`config.mk`:
```
export PLATFORM = sky130hd
export DESIGN_NAME = game_input_ctrl
export DESIGN_NICKNAME = d
export VERILOG_FILES = /design/src/rtl/game_input_ctrl.sv
export SDC_FILE = /design/constraint.sdc
export NUM_CORES = 1
export LEC_CHECK = 0
export ABC_AREA = 1
export BUFFER_PORTS_ARGS = -buffer_cell sky130_fd_sc_hd__buf_2
export CORE_UTILIZATION = 48
export CTS_CLUSTER_DIAMETER = 120
export DETAILED_ROUTE_END_ITERATION = 16
export MAX_ROUTING_LAYER = met4
export SYNTH_ARGS = -nofsm -noshare
export SYNTH_HDL_FRONTEND = slang
export SYNTH_SLANG_ARGS = --single-unit
```
`constraint.sdc`:
```
create_clock -name clk -period 1.66 [get_ports clk]
set_input_delay 0.083 -clock clk [delete_from_list [all_inputs] [get_ports clk]]
set_output_delay 0.083 -clock clk [all_outputs]
set_load 0.02 [all_outputs]
```
`src/rtl/game_input_ctrl.sv`:
```
// game_input_ctrl: syncs/debounces 5 buttons into rotate/key/decide controls; define KEY_REPEAT_EN for left/right auto-repeat
module game_input_ctrl #(
    parameter int DEBOUNCE_CYCLES = 650000,
    parameter int REPEAT_DELAY    = 32500000,
    parameter int REPEAT_RATE     = 6500000
) (
    input  logic       clk,
    input  logic       rst,
    input  logic       btn_up_in,
    input  logic       btn_down_in,
    input  logic       btn_left_in,
    input  logic       btn_right_in,
    input  logic       btn_center_in,
    output logic [1:0] rotate_out,
    output logic [1:0] key_input_out,
    output logic       decide_out,
    output logic       any_pressed_out
);
    localparam int DW = DEBOUNCE_CYCLES > 2 ? $clog2(DEBOUNCE_CYCLES) : 1;
    localparam logic [DW-1:0] TERM = DW'(DEBOUNCE_CYCLES - 1);

    if (DEBOUNCE_CYCLES < 1 || REPEAT_DELAY < 1 || REPEAT_RATE < 1) begin : g_bad_param
        $error("game_input_ctrl: cycle parameters must be >= 1");
    end

    logic [4:0] raw, sync1_q, sync2_q, stable_q, stable_d, stable_prev_q, press;
    logic [4:0][DW-1:0] cnt_q, cnt_d;
    logic [1:0] rotate_q, rotate_d, key_q, key_d, key_press;
    logic decide_q, decide_d, any_q, any_d;

    assign raw = {btn_center_in, btn_right_in, btn_left_in, btn_down_in, btn_up_in};

    always_comb begin
        for (int i = 0; i < 5; i++) begin
            cnt_d[i]    = (sync2_q[i] != stable_q[i] && cnt_q[i] != TERM) ? cnt_q[i] + 1'b1 : '0;
            stable_d[i] = (sync2_q[i] != stable_q[i] && cnt_q[i] == TERM) ? ~stable_q[i] : stable_q[i];
        end
        press     = stable_q & ~stable_prev_q;
        rotate_d  = press[0] ? 2'b00 : press[3] ? 2'b01 : press[1] ? 2'b10 : press[2] ? 2'b11 : rotate_q;
        key_press = (press[2] & ~press[3]) ? 2'b01 : (press[3] & ~press[2]) ? 2'b10 : 2'b00;
        decide_d  = press[4];
        any_d     = |stable_q;
    end

`ifdef KEY_REPEAT_EN
    localparam int RMAX = REPEAT_DELAY > REPEAT_RATE ? REPEAT_DELAY : REPEAT_RATE;
    localparam int HW = RMAX > 2 ? $clog2(RMAX) : 1;
    logic [HW-1:0] hold_q, hold_d;
    logic rep_on_q, rep_on_d, rate_q, rate_d, held, fire;

    always_comb begin
        held     = stable_q[2] ^ stable_q[3];
        fire     = rep_on_q & held & (hold_q == (rate_q ? HW'(REPEAT_RATE - 1) : HW'(REPEAT_DELAY - 1)));
        rep_on_d = (key_press != 2'b00) ? held : rep_on_q & held;
        hold_d   = (key_press != 2'b00 || fire || !rep_on_d) ? '0 : hold_q + 1'b1;
        rate_d   = (key_press != 2'b00 || !rep_on_d) ? 1'b0 : fire ? 1'b1 : rate_q;
        key_d    = (key_press != 2'b00) ? key_press : fire ? (stable_q[3] ? 2'b10 : 2'b01) : 2'b00;
    end

    always_ff @(posedge clk) begin
        if (rst) begin
            hold_q   <= '0;
            rep_on_q <= 1'b0;
            rate_q   <= 1'b0;
        end else begin
            hold_q   <= hold_d;
            rep_on_q <= rep_on_d;
            rate_q   <= rate_d;
        end
    end
`else
    assign key_d = key_press;
`endif

    always_ff @(posedge clk) begin
        if (rst) begin
            sync1_q       <= '0;
            sync2_q       <= '0;
            stable_q      <= '0;
            stable_prev_q <= '0;
            cnt_q         <= '0;
            rotate_q      <= '0;
            key_q         <= '0;
            decide_q      <= 1'b0;
            any_q         <= 1'b0;
        end else begin
            sync1_q       <= raw;
            sync2_q       <= sync1_q;
            stable_q      <= stable_d;
            stable_prev_q <= stable_q;
            cnt_q         <= cnt_d;
            rotate_q      <= rotate_d;
            key_q         <= key_d;
            decide_q      <= decide_d;
            any_q         <= any_d;
        end
    end

    assign rotate_out      = rotate_q;
    assign key_input_out   = key_q;
    assign decide_out      = decide_q;
    assign any_pressed_out = any_q;
endmodule
```
# Yosys cells after proc, flatten, opt, wreduce, memory -nomap -nowiden
# Cells that the tools add are included.
[totals]
elab_cells = 81
output_inout_bits = 6
ff_bits = 126
inputBits = 7
[classes]
add_sub_neg = 5
n_reduce_logical = 21
eq_ne = 15
bitwise = 16
muxes = 5
[ops]
columns = ["cell", "count"]
rows = [
  ["adder 20 x 1 -> 20 bit (second input constant)", 5],
  ["== test 20 bit (second input constant)", 5],
  ["inequality test 20 bit (second input constant)", 5],
  ["OR reduction 2 bit", 7],
  ["inverter 1 bit", 12],
  ["logical AND 1 bit", 10],
  ["two-way mux 2 bit", 3],
  ["AND 5 bit", 1],
  ["inequality test 1 bit", 5],
  ["inverter 5 bit", 1],
  ["OR reduction 5 bit", 1],
  ["nonzero test 3 bit", 1],
  ["OR reduction 3 bit", 1],
  ["AND 1 bit", 2],
  ["two-way mux 1 bit", 2],
  ["nonzero test 2 bit", 1],
]

# Depth between registers and ports, before layout
# Gate-level depths: netlist of the first run.
[logic_depth]
depth_word = 6
ltp_mapped = 10
depth_no_buf = 10

# Worst setup path after synthesis of the first run
# OpenSTA, ideal clock, no wires.
[synth_timing]
path_kind = "reg-to-reg"
from = "register cnt_q[80] (netlist bit)"
to = "register cnt_q[86] (netlist bit)"
stages_incl_launch_ff = 8
setup_slack_ns = 0.158
period_less_slack_ns = 1.502
setup_time_ns = 0.117
arrival_ns = 1.386
cell_sequence = "dfxtp_1 ha_1 nand3_2 nor2_2 nand3_2 o21ai_4 buf_8 nor2_2"
[synth_between]
elab_chain_len = 4
word_cells_on_any_way = 5
cone_classes = "add/sub (1); eq/ne (1); bitwise (1); reduce/logical (2)"
[synth_lines]
columns = ["item", "line_no", "rtl"]
rows = [
  ["from (decl)", "27", "logic [4:0][DW-1:0] cnt_q, cnt_d;"],
  ["from (signal assigned)", "91", "cnt_q <= cnt_d;"],
  ["parallel branches: the longest is 4 deep, another holds adder 20 x 1 -> 20 bit", "-", ""],
]
# Several ways; the timed one is not identified.
# A chain may end at the register's enable or synchronous reset.

# Worst setup path in the final report of the first run
[layout_timing]
from = "register cnt_q[20] (netlist bit)"
to = "register cnt_q[33] (netlist bit)"
# Same word-level chain as after synthesis.

==> results.sh, run 1 <==
export IMPL_skew_ps=11.9
export IMPL_period_share_pct=91.1
export IMPL_cts_tree="done"
export IMPL_fp_dieArea_um2=13100
export IMPL_dr_wl_met2_mm=5.77
export IMPL_total_power_w=0.00675
export IMPL_wirelength_mm=12.3
export IMPL_ys_types=29
export IMPL_critPathKind="flip-flop to flip-flop"
export IMPL_p_leak_nw=2.33
export IMPL_drt_iter0_markers=333
export IMPL_cp_slowest_cell="dfxtp_1"
export IMPL_yosysSeqAreaShare_pct=41.6
export IMPL_grtUsageTotal_pct=21.4
export IMPL_path_cells="ha_2 -> nand3_2 -> nor2_1 -> nand3_1 -> o21bai_4 -> buf_4 -> a21oi_1"
export IMPL_overflow=0
export IMPL_synth_commonest_cells="228 x nor2_1, 218 x nand2_1, 126 x dfxtp_1"
export IMPL_die_height_um=114
export IMPL_yosys_warnings=0
export IMPL_reg2reg_from="cnt_q[20]$_SDFF_PP0_"
export IMPL_setup_viol=0
export IMPL_place_gp_congestion=0.888
export IMPL_cp_required_ps=1950
export IMPL_rows=40
export IMPL_synth_top_cells_by_area="dfxtp_1 42%, nor2_1 14%, nand2_1 13%, inv_1 6.6%, xor2_1 5.6%"
export IMPL_drc_errors=0
export IMPL_nets=949
export IMPL_holdCritPathClass="input port to flip-flop"
export IMPL_relSlewSlack_pct=68.9
export IMPL_rsz0062_at_grt="no"
export IMPL_synth_nets=909
export IMPL_async_flop_share_pct=0
export IMPL_cts_sinks=126
export IMPL_synth_ff_type="dfxtp_1"
export IMPL_crit_start="cnt_q[20]$_SDFF_PP0_"
export IMPL_route_met3_wl_um=339
export IMPL_numCtsBuffers=17
export IMPL_pre_cts_ws_ps=75.7
export IMPL_fmax_mhz=661
export IMPL_io_buffers=12
export IMPL_arrival_ps=1800
export IMPL_post_drt_wl_per_cell_um=11.0
export IMPL_grt_max_degree=21
export IMPL_via_per_inst=4.77
export IMPL_vias=5330
export IMPL_worst_slew_pin_slew_ps=463
export IMPL_yosysTopAreaCell="dfxtp_1"
export IMPL_setup_ws_ps=148
export IMPL_hold_viol=0
export IMPL_max_stage_delay_ps=350
export IMPL_syn_inst=897
export IMPL_highest_layer="met4"
export IMPL_core_area_um2=12200
export IMPL_vdd_drop_max_mv=0.707
export IMPL_ioPinCount=13
export IMPL_power_density_nw_per_um2=958
export IMPL_finalSetupTns_ps=0
export IMPL_die_w_um=114
export IMPL_synth_most_common_cell="nor2_1"
export IMPL_synth_area_um2=6070
export IMPL_start_kind="flip-flop"
export IMPL_wl_met1_mm=6.13
export IMPL_grt_pass1_vias=4988
export IMPL_status="finished clean"
export IMPL_postSynthAreaPerCell_um2=6.77
export IMPL_synth_top_area_share_pct=41.6
export IMPL_ant_nets=0
export IMPL_postCtsSetupRepairBufs=0
export IMPL_start_util_pct=49.9
export IMPL_clk_path_buf_depth=2
export IMPL_clockRootBuffer="clkbuf_16"
export IMPL_cap_viol_max_count=0
export IMPL_path_delay_family="simple AND/OR/NAND/NOR gates"
export IMPL_drive_gt1_share_pct=8.01
export IMPL_dp_hpwl_mm=9.21
export IMPL_period_needed_ps=1510
export IMPL_grt_pass1_wl_mm=21.7
export IMPL_yosys_register_bits=126
export IMPL_critPathMaxFanout=11
export IMPL_instances_no_fill=1117
export IMPL_syn_to_final_growth_pct=16.1
export IMPL_clk_pin_slew_ps=50
export IMPL_antennaDiodeCount=0
export IMPL_clock_latency_ps=410
export IMPL_cp_num_buf_inv=1
export IMPL_dp_cells=1081
export IMPL_min_from="rst"
export IMPL_holdWs_ps=66.5
export IMPL_slew_violations=0
export IMPL_antenna_found_initial=0
export IMPL_drt_first_pass_iters=4
export IMPL_ctsHtreeMaxLevel=4
export IMPL_crit_path_end_kind="flip-flop"
export IMPL_synth_edf_count=0
-- cells in the final DEF, fill, tap and decap left out, drive strengths merged --
master       Yosys  routed
nor2           241     241
nor4             1       1
nand4           20      20
o21ai            9       9
dfxtp          126     126
nand3b           5       5
clkbuf           0      25
inv            106     106
o21bai           3       3
a21oi           33      33
clkinvlp         0       1
a211oi           1       1
nor3             5       5
nand2          219     219
or2              1       1
and2             3       3
bufinv           0       2
nand3           57      57
dlygate4sd3      0       5
xnor2           14      14
ha               5       5
clkinv           1       4
buf              8      24
xor2            39      39
-- state kept, by name, indices dropped and copies added (netlist names) --
name / flops
any_pressed_out: 1
cnt_q: 100
decide_out: 1
key_input_out: 2
rotate_out: 2
stable_prev_q: 5
stable_q: 5
sync1_q: 5
sync2_q: 5
-- logic make-up after synthesis --
| logic type | count (synthesis) | synth area share [%] |
|---|---|---|
| AND/OR/NAND/NOR | 552 | 37.6 |
| flip-flops | 126 | 41.6 |
| buffers and inverters | 115 | 7.67 |
| XOR/XNOR | 53 | 7.65 |
| AO/OA/AOI/OAI | 46 | 4.51 |
| adder cells (fa/ha/maj) | 5 | 1.03 |
-- report_power, final --
group | leakage (nW) | switching, W | internal [W]
Clock | 0.283 | 0.00125 | 0.00235
Sequential | 1.02 | 0.00000688 | 0.00304
Combinational | 1.03 | 0.0000545 | 0.0000426
-- per-layer routing --
metal	vias to the layer above	GRT usage, %
li1	2861	-
met1	2401	26.6
met2	61	34.2
met3	7	5.72
met4	0	6.23
met5	-	-
-- path summary, 6_finish.rpt --
kind	endpoint	slack, ps	cells past startpoint
setup / recovery	cnt_q[33]$_SDFF_PP0_	150	7
hold / removal	stable_q[0]$_SDFFE_PP0P_	70	4
setup reg to reg	cnt_q[33]$_SDFF_PP0_	150	7
hold reg to reg	decide_out$_SDFF_PP0_	390	1
-- per-stage QoR --
| stage | cell area, um^2 | util [%] |
|---|---|---|
| 4_1_cts | 7030 | 57.8 |
| 6_report | 7040 | 57.9 |
| 2_1_floorplan | 6070 | - |
| 3_5_place_dp | 6400 | 52.7 |
| 3_3_place_gp | 6400 | 52.7 |
| 5_1_grt | 7040 | 57.9 |
-- tightest hold or removal path, cell delays in order --
cell      delay, ps
buf_2           110
clkinv_1        120
nand2_1          70
nor2_1           70
-- timing repair --
| item | 4_1_cts | 5_1_grt |
|---|---|---|
| resized for setup | 0 | 4 |
| hold buffers | 5 | 0 |
| hold endpoints to repair | 5 | 0 |
| endpoints found under the setup margin | 0 | 35 |
-- cell type report --
class / instances / area [um^2]
Clock buffer: 25 / 495
Clock inverter: 6 / 82.6
Fill cell: 1207 / 5120
Inverter: 107 / 402
Multi-Input combinational cell: 656 / 3090
Sequential cell: 126 / 2520
Tap cell: 168 / 210
Timing Repair Buffer: 29 / 238
(Power assumes the default switching activity.)
==> run 2: changes to the inputs <==
- clock period: 1.66 -> 1.8 ns (I/O delays scaled with it)
==> results.sh, run 2 (synthesis results as in run 1) <==
export IMPL_cp_endpoint="cnt_q[92]$_SDFF_PP0_"
export IMPL_setup_viol=0
export IMPL_clk_pin_slew_ps=50
export IMPL_status="finished clean"
export IMPL_reg2reg_from="cnt_q[80]$_SDFF_PP0_"
export IMPL_clockRootBuffer="clkbuf_16"
export IMPL_met1_usage_pct=25.3
export IMPL_numCtsBuffers=17
export IMPL_clock_latency_ps=410
export IMPL_dp_hpwl_mm=9.17
export IMPL_hold_viol=0
export IMPL_power_density_nw_per_um2=906
export IMPL_antennaDiodeCount=0
export IMPL_pre_cts_ws_ps=145
export IMPL_use_met2_pct=35.7
export IMPL_vdd_drop_max_mv=0.678
export IMPL_cts_resized=0
export IMPL_relSlewSlack_pct=70.7
export IMPL_r2r_end="cnt_q[92]$_SDFF_PP0_"
export IMPL_ctsHtreeMaxLevel=4
export IMPL_skew_ps=9.50
export IMPL_ioPinCount=13
export IMPL_total_power_w=0.00642
export IMPL_critPathKind="flip-flop to flip-flop"
export IMPL_start_kind="flip-flop"
export IMPL_finalSetupTns_ps=0
export IMPL_slew_violations=0
export IMPL_fmax_mhz=633
export IMPL_arrival_ps=1890
export IMPL_holdWs_ps=395
export IMPL_core_area_um2=12200
export IMPL_drive_gt1_share_pct=7.27
export IMPL_grt_pass1_wl_mm=21.9
export IMPL_drc_errors=0
export IMPL_largest_reg_flops=100
export IMPL_multiInputGateArea_um2=3080
export IMPL_die_height_um=114
export IMPL_crit_start="cnt_q[80]$_SDFF_PP0_"
export IMPL_final_common_cell="nor2_1"
export IMPL_drt_first_pass_iters=5
export IMPL_io_buffers=12
export IMPL_wirelength_mm=12.6
export IMPL_largest_register="cnt_q"
export IMPL_busiest_layer="met2"
export IMPL_period_share_pct=87.8
export IMPL_holdCritPathClass="flip-flop to flip-flop"
export IMPL_grtUsageTotal_pct=21.6
export IMPL_rsz0062_at_grt="no"
export IMPL_cts_sinks=126
export IMPL_die_w_um=114
export IMPL_postPlaceCellArea_um2=6370
export IMPL_vias=5388
export IMPL_rrSetupSlack_ps=220
export IMPL_cap_viol_max_count=0
export IMPL_grt_util_met3_pct=5.29
export IMPL_nets=949
export IMPL_nFillCells=1179
export IMPL_via_per_inst=4.82
export IMPL_cp_required_ps=2110
export IMPL_p_leak_nw=2.35
export IMPL_reg2regPathDepth=7
export IMPL_crit_path_end_kind="flip-flop"
export IMPL_post_drt_wl_per_cell_um=11.2
export IMPL_start_util_pct=49.9
export IMPL_place_gp_congestion=0.856
export IMPL_worst_slew_pin_slew_ps=436
export IMPL_grt_max_degree=21
export IMPL_antenna_found_initial=0
export IMPL_seqCellArea_um2=2520
export IMPL_rows=40
export IMPL_setup_ws_ps=220
export IMPL_fin_area_um2=7090
export IMPL_cts_tree="done"
export IMPL_syn_to_final_growth_pct=16.7
export IMPL_overflow=0
export IMPL_clk_path_buf_depth=2
export IMPL_fp_dieArea_um2=13100
export IMPL_period_needed_ps=1580
export IMPL_grt_pass1_vias=5126
export IMPL_final_cell_mix="228 x nor2_1, 218 x nand2_1, 126 x dfxtp_1, 106 x inv_1, 54 x nand3_1"
export IMPL_critPathMaxFanout=19
export IMPL_ant_nets=0
export IMPL_drt_iter0_markers=257
## run 2: worst min path at each step
stage | start | to | cells after the start
after floorplan | btn_up_in | sync1_q[0]$_SDFF_PP0_ | 2
after global placement | btn_center_in | sync1_q[4]$_SDFF_PP0_ | 3
after detailed placement | btn_center_in | sync1_q[4]$_SDFF_PP0_ | 3
after CTS | stable_prev_q[4]$_SDFF_PP0_ | decide_out$_SDFF_PP0_ | 1
after global routing | sync1_q[2]$_SDFF_PP0_ | sync2_q[2]$_SDFF_PP0_ | 2
final | stable_prev_q[4]$_SDFF_PP0_ | decide_out$_SDFF_PP0_ | 1
## run 2: worst max-delay path, cell delays in order (launching register included)
cell and delay, ps:
dfxtp_1 400, ha_1 270, nand3_2 160, nor2_2 130
nand3_2 110, o21ai_4 160, buf_12 180, nor2_1 60
## run 2: power breakdown
group | leakage (nW) | total [W] | switching, W | internal, W
sequential | 1.02 | 0.00281 | 0.00000666 | 0.00281
combinational | 1.04 | 0.0000914 | 0.0000498 | 0.0000416
clock | 0.297 | 0.00351 | 0.00116 | 0.00235
total | 2.35 | 0.00642 | 0.00122 | 0.00520
## run 2: metal layers
layer / vias to the layer above / routed length (um)
li1: 2866 / -
met1: 2421 / 6010
met2: 81 / 5900
met3: 20 / 389
met4: 0 / 251
met5: - / 0
## run 2: per-stage QoR
stage | cells | util (%)
detailed placement | 1077 | 52.4
global placement | 1077 | 52.4
finish | 1117 | 58.3
global route | 1117 | 58.3
floorplan | 897 | -
CTS | 1116 | 58.1
## run 2: repair_timing
item                       CTS  global route
hold buffers                 8             0
setup buffers                0             1
hold endpoints to repair     9             0
setup endpoints to repair    0            18
## run 2: area by class of cell
| type | instances | share of cell area (%) |
|---|---|---|
| Multi-Input combinational cell | 656 | 43.5 |
| Sequential cell | 126 | 35.6 |
| Clock buffer | 26 | 7.19 |
| Inverter | 107 | 5.67 |
| Timing Repair Buffer | 29 | 3.64 |
| Tap cell | 168 | 2.97 |
| Clock inverter | 5 | 1.45 |
